$ cat src/rtl/univ_shift_reg.sv
// Universal shift register with parallel load, serial in/out at both ends and
// four shift/rotate modes. A multi-position shift runs under a small FSM with
// a busy/done handshake.
// Optional build macro: ARITH_SHIFT_EN turns mode 01 into an arithmetic right
// shift (the MSB refills itself and sInL is ignored). Without it, mode 01 is a
// logical right shift filled from sInL.
module univ_shift_reg #(
  parameter int WIDTH = 8,
  parameter int CNT_W = $clog2(WIDTH) + 1
) (
  input  logic             clk,
  input  logic             nRst,
  input  logic             load,
  input  logic [WIDTH-1:0] dIn,
  input  logic             start,
  input  logic [1:0]       mode,
  input  logic [CNT_W-1:0] shAmt,
  input  logic             sInL,
  input  logic             sInR,
  output logic [WIDTH-1:0] dOut,
  output logic             sOutL,
  output logic             sOutR,
  output logic             busy,
  output logic             done
);

  localparam logic [CNT_W-1:0] MAX_CNT = CNT_W'(WIDTH);
  localparam logic [CNT_W-1:0] ONE_CNT = CNT_W'(1);

  typedef enum logic [1:0] {
    IDLE  = 2'd0,
    SHIFT = 2'd1,
    DONE  = 2'd2
  } state_t;

  localparam logic [1:0] MODE_SHL = 2'b00;
  localparam logic [1:0] MODE_SHR = 2'b01;
  localparam logic [1:0] MODE_ROL = 2'b10;
  localparam logic [1:0] MODE_ROR = 2'b11;

  state_t           state;
  logic [CNT_W-1:0] count;
  logic [1:0]       modeLat;
  logic [CNT_W-1:0] startCnt;
  logic             fillMsb;
  logic [WIDTH-1:0] shifted;

  // Serial outputs are plain taps of the register ends.
  assign sOutL = dOut[WIDTH-1];
  assign sOutR = dOut[0];

  // Shift amounts beyond the register width clamp to a full-width operation.
  always_comb begin
    startCnt = shAmt;
    if (shAmt > MAX_CNT) begin
      startCnt = MAX_CNT;
    end
  end

  // Bit that enters at the MSB on a right shift (sign copy or serial input).
  always_comb begin
`ifdef ARITH_SHIFT_EN
    fillMsb = dOut[WIDTH-1];
`else
    fillMsb = sInL;
`endif
  end

  // One-position step using the mode latched at start; serial fills are live.
  always_comb begin
    shifted = dOut;
    case (modeLat)
      MODE_SHL: shifted = {dOut[WIDTH-2:0], sInR};
      MODE_SHR: shifted = {fillMsb, dOut[WIDTH-1:1]};
      MODE_ROL: shifted = {dOut[WIDTH-2:0], dOut[WIDTH-1]};
      MODE_ROR: shifted = {dOut[0], dOut[WIDTH-1:1]};
      default:  shifted = dOut;
    endcase
  end

  // Control FSM and datapath register; busy/done are registered with the state.
  always_ff @(posedge clk or negedge nRst) begin
    if (!nRst) begin
      state   <= IDLE;
      dOut    <= '0;
      count   <= '0;
      modeLat <= '0;
      busy    <= 1'b0;
      done    <= 1'b0;
    end else begin
      busy <= 1'b0;
      done <= 1'b0;
      case (state)
        IDLE: begin
          if (load) begin
            dOut <= dIn;
          end else if (start) begin
            modeLat <= mode;
            count   <= startCnt;
            if (startCnt != '0) begin
              state <= SHIFT;
              busy  <= 1'b1;
            end else begin
              state <= DONE;
              done  <= 1'b1;
            end
          end
        end
        SHIFT: begin
          dOut  <= shifted;
          count <= count - ONE_CNT;
          if (count == ONE_CNT) begin
            state <= DONE;
            done  <= 1'b1;
          end else begin
            busy <= 1'b1;
          end
        end
        DONE: begin
          state <= IDLE;
        end
        default: begin
          state <= IDLE;
        end
      endcase
    end
  end

endmodule

$ cat config.mk
export PLATFORM = sky130hd
export DESIGN_NAME = univ_shift_reg
export DESIGN_NICKNAME = d
export VERILOG_FILES = /design/src/rtl/univ_shift_reg.sv
export SDC_FILE = /design/constraint.sdc
export NUM_CORES = 1
export LEC_CHECK = 0
export CAP_MARGIN = 10
export CORE_AREA = 4 4 57 59
export DETAILED_ROUTE_END_ITERATION = 10
export DIE_AREA = 0 0 61 63
export GPL_ROUTABILITY_DRIVEN = 1
export PLACE_DENSITY = 0.72
export SLEW_MARGIN = 5
export SYNTH_ARGS = -nofsm -noshare
export SYNTH_HDL_FRONTEND = slang
export SYNTH_SLANG_ARGS = --single-unit
$ cat constraint.sdc
create_clock -name clk -period 1.48 [get_ports clk]
set_input_delay 0.296 -clock clk [delete_from_list [all_inputs] [get_ports clk]]
set_output_delay 0.296 -clock clk [all_outputs]
set_load 0.02 [all_outputs]
Word level (Yosys, flattened, before mapping):

Index checks and enable logic that the tools add are counted.

* multiplexer cells: 22
* bitwise logic cells: 1
* $lt $le $gt $ge: 1
* equal/unequal tests: 9
* add/sub/neg operators: 1
* reduce and logical (&&, ||, !) cells: 8

Operators by type and width (number)
* $pmux W8 S4: 1
* $pmux W8 S2: 1
* $mux W4: 3
* $reduce_and A3 Y1: 3
* $mux W1: 8
* $mux W2: 4
* $mux W8: 1
* $ne A2 B2 Y1 const B: 4
* $pmux W4 S2: 1
* $eq A2 B1 Y1 const B: 2
* $eq A2 B2 Y1 const B: 2
* $eq A4 B1 Y1 const B: 1
* $gt A4 B4 Y1 const B: 1
* $logic_not A2 Y1: 2
* $pmux W1 S2: 2
* $pmux W2 S2: 1
* $reduce_bool A4 Y1: 1
* $sub A4 B1 Y4 const B: 1
* $reduce_and A2 Y1: 1
* $reduce_bool A2 Y1: 1
* $not A1 Y1: 1

* input port bits: 20
* word-level logic and storage cells: 48
* register bits after elaboration: 18

Depth between registers and ports, before layout:

* depth after elaboration: 7
* depth in mapped cells: 4
* depth with buffers taken out: 4

Worst setup path before layout:

OpenSTA, ideal clock, no wires.

* path kind: reg2reg
* start point: register dOut[7]
* end point: register dOut[0]
* path slack: 0.066 ns
* arrival time: 1.288 ns
* stages on the path, launching flop included: 4
* buffers on the path: 0
* clock period less this slack: 1.414 ns
* required time: 1.354 ns
* path through: dfrtp_1 > mux2_4 > mux2_2 > a221o_1

* longest elaborated chain between the ends: 2

Ends and longest elaborated chain
* from (decl): line 20 `output logic [WIDTH-1:0] dOut,`
* from (signal assigned): line 96 `dOut <= dIn;`
* from (signal assigned): line 110 `dOut <= shifted;`
* $pmux W8 S4: line 72 `case (modeLat)`
* $pmux W8 S2: line 93 `case (state)`

No other way between the ends.
A chain may end at the register's enable or synchronous reset.

Final worst setup path:

* start point: input start
* end point: register count[2]

* longest elaborated chain between the ends: 2

Ends and longest elaborated chain
* from (decl): line 15 `input logic start,`
* $ne A2 B2 Y1 (no line)
* $reduce_and A3 Y1 (no line)
* to (signal assigned): line 99 `count <= startCnt;`
* to (signal assigned): line 111 `count <= count - ONE_CNT;`
* to (decl): line 42 `logic [CNT_W-1:0] count;`

No other way between the ends.

==> impl_metrics.env <==
export IMPL_reg2reg_to="count[2]$_DFFE_PN0P_"
export IMPL_avgViaCountPerCell=5.60
export IMPL_yosys_area_share_simple_pct=16.6
export IMPL_yosysUniqueCellTypes=35
export IMPL_yosysMostFrequentCell="dfrtp_1"
export IMPL_fin_crit_sh_pct=99.5
export IMPL_synth_mux_area_share_pct=12.4
export IMPL_htreeDepth=1
export IMPL_grt_overflow=0
export IMPL_cp_required_ns=1.72
export IMPL_synth_top_cell_by_area="dfrtp_1"
export IMPL_fin_util_pct=57.2
export IMPL_remaining_drc_errors=0
export IMPL_seq_area_frac_synth_pct=40.4
export IMPL_yosys_area_top_type_share_pct=40.4
export IMPL_postSynthAreaPerCell_um2=9.94
export IMPL_gr_usage_met1_pct=19.0
export IMPL_yosys_area_share_adder_pct=2.25
export IMPL_drt_wl_total_um=2780
export IMPL_met2_usage_pct=26.9
export IMPL_cts_setup_buffers=0
export IMPL_ys_ff_latch=18
export IMPL_cp_start_kind="input pin"
export IMPL_root_buffer="clkbuf_4"
export IMPL_slew_viol_final=0
export IMPL_grt_usage_pct=15.7
export IMPL_ys_top_cells_by_area="dfrtp_1 (40%), mux2_2 (10%), a21oi_1 (4.0%)"
export IMPL_fillers=256
export IMPL_rrSetupSlack_ns=0.05
export IMPL_cts_sinks=18
export IMPL_ir_drop_mv=1.19
export IMPL_synth_compound_area_share_pct=22.2
export IMPL_syn_num_nets=134
export IMPL_cts_tree="done"
export IMPL_pwr_density_cell_nw_per_um2=1960
export IMPL_fin_cells=178
export IMPL_yosysWarnings=0
export IMPL_dr_pass1_iters=4
export IMPL_drive_gt1_share_pct=21.1
export IMPL_grt_start_max_net_pins=22
export IMPL_rows=19
export IMPL_cts_max_path_buffers=2
export IMPL_cts_inserted_buffers=3
export IMPL_outcome="finished, final reports clean"
export IMPL_synthTopCellsByCount="dfrtp_1 (18), mux2_2 (10), a21oi_1 (9), o21ai_0 (8)"
export IMPL_endpoint_kind="flop"
export IMPL_coreArea_um2=2710
export IMPL_die_x_um=61
export IMPL_critPathKind="in2reg"
export IMPL_final_setup_viol_count=0
export IMPL_avgRoutedWirePerCell_um=15.6
export IMPL_ios=32
export IMPL_period_needed_ns=1.47
export IMPL_drtIter0Drc=39
export IMPL_clock_skew_ns=0.00401
export IMPL_p_leak_uw=0.000679
export IMPL_grt_busiest_layer="met2"
export IMPL_cp_arrival_ns=1.71
export IMPL_ys_flop_type="dfrtp_1"
export IMPL_slew_limit_headroom_pct=74.5
export IMPL_grt_pass1_wl_um=4690
export IMPL_clk_pin_slew_ns=0.11
export IMPL_vias=997
export IMPL_hold_path_class="in2async"
export IMPL_io_buffers=31
export IMPL_syn_to_final_growth_pct=39.2
export IMPL_rr_startpoint="state[1]$_DFFE_PN0P_"
export IMPL_antenna_found_initial=0
export IMPL_gp_congestion=0.933
export IMPL_dp_cells=174
export IMPL_crit_fanout=3
export IMPL_maxCapViolCount=0
export IMPL_hold_viol_final=0
export IMPL_p_total_uw=3030
export IMPL_synth_top_family_by_area="compound AO/OA/AOI/OAI gates"
export IMPL_r2r_cells=4
export IMPL_synthCells=112
export IMPL_tightest_slew_ns=0.379
export IMPL_insertion_delay_ns=0.30
export IMPL_holdBufCountCts=0
export IMPL_mappedNetlistArea_um2=1110
export IMPL_synthArstFlopShare_pct=100
export IMPL_antennaDiodeCount=0
export IMPL_dp_hpwl_um=2060
export IMPL_die_area_um2=3840
export IMPL_postRouteAntennaNets=0
export IMPL_synth_edf_count=0
export IMPL_grt_use_met3_pct=2.69
export IMPL_nets=170
export IMPL_die_h_um=63
export IMPL_grt_pass1_vias=1037
export IMPL_synth_xor_area_share_pct=0
export IMPL_max_freq_mhz=679
export IMPL_rsz0062_at_grt="false"
export IMPL_initial_core_util_pct=41.1
==> where the power goes <==
part,switching [uW],internal (uW),total (uW)
Combinational,807,921,1730
Sequential,269,725,993
Clock,160,150,310
==> what timing repair did <==
action | CTS | global route
pin swaps | 0 | 0
gates cloned | 0 | 0
resized for setup | 15 | 2
setup endpoints to repair | 15 | 3
==> flip-flops by register name, summed over array words and instances (netlist names) <==
name	cells
state	2
done	1
modeLat	2
dOut	8
busy	1
count	4
==> cell type report <==
cell class	count	area, um^2	share of cell area (%)
multi-input combinational	80	618	39.9
sequential	18	450	29.1
timing repair buffer	40	388	25.0
tap	31	38.8	2.50
clock buffer	4	36.3	2.34
inverter	5	18.8	1.21
==> cells by family after synthesis <==
| group | Yosys count |
|---|---|
| compound gates | 35 |
| simple gates | 31 |
| flops | 18 |
| buf+inv | 14 |
| mux | 12 |
| fa+ha+maj | 2 |
==> how the worst max path moves through the flow <==
stage	from	endpoint	slack (ns)	depth (start not counted)
5_1_grt	dOut[0]$_DFFE_PN0P_	sOutR	0.002	1
2_1_floorplan	dOut[7]$_DFFE_PN0P_	dOut[0]$_DFFE_PN0P_	0.07	3
6_report	start	count[2]$_DFFE_PN0P_	0.007	5
4_1_cts	state[1]$_DFFE_PN0P_	dOut[7]$_DFFE_PN0P_	0.006	4
3_3_place_gp	start	modeLat[1]$_DFFE_PN0P_	-0.32	4
3_5_place_dp	start	modeLat[1]$_DFFE_PN0P_	-0.36	4
==> cells in the final DEF (no fill, tap or decap), types with 2 or more instances in the layout <==
master           instances
nor2_1                   6
o21bai_1                 2
clkbuf_4                 3
dfrtp_1                 18
buf_12                   2
buf_4                    7
ha_1                     2
nor4b_2                  2
nand2_1                  4
a21oi_1                  9
a221o_1                  2
a22oi_1                  5
o21ai_0                  8
mux2_2                  10
inv_1                    5
nor2b_1                  6
nand2b_1                 3
dlygate4sd2_1           12
clkdlybuf4s50_1         19
==> metrics by stage <==
step	setup TNS [ns]	hold slack, ns	cell area [um^2]	setup WS (ns)
after floorplan	0	0.000409	1110	0.0663
after global placement	-1.95	0.538	1510	-0.316
after detailed placement	-2.41	0.557	1510	-0.358
after CTS	0	0.323	1540	0.00624
after global routing	0	0.328	1550	0.00218
final	0	0.326	1550	0.00729
==> critical path, stage by stage <==
cell and delay (ns):
clkdlybuf4s50_1 0.48, or3b_4 0.41, buf_4 0.16, nor4b_2 0.22
a221o_1 0.15
==> routing by layer <==
layer  vias up  routed length [um]
met4         0                   0
met3         0                 184
li1        483                   -
met1       483                1200
met2        31                1390
met5         -                   0
No activity file was read; power rests on OpenSTA's default activity.
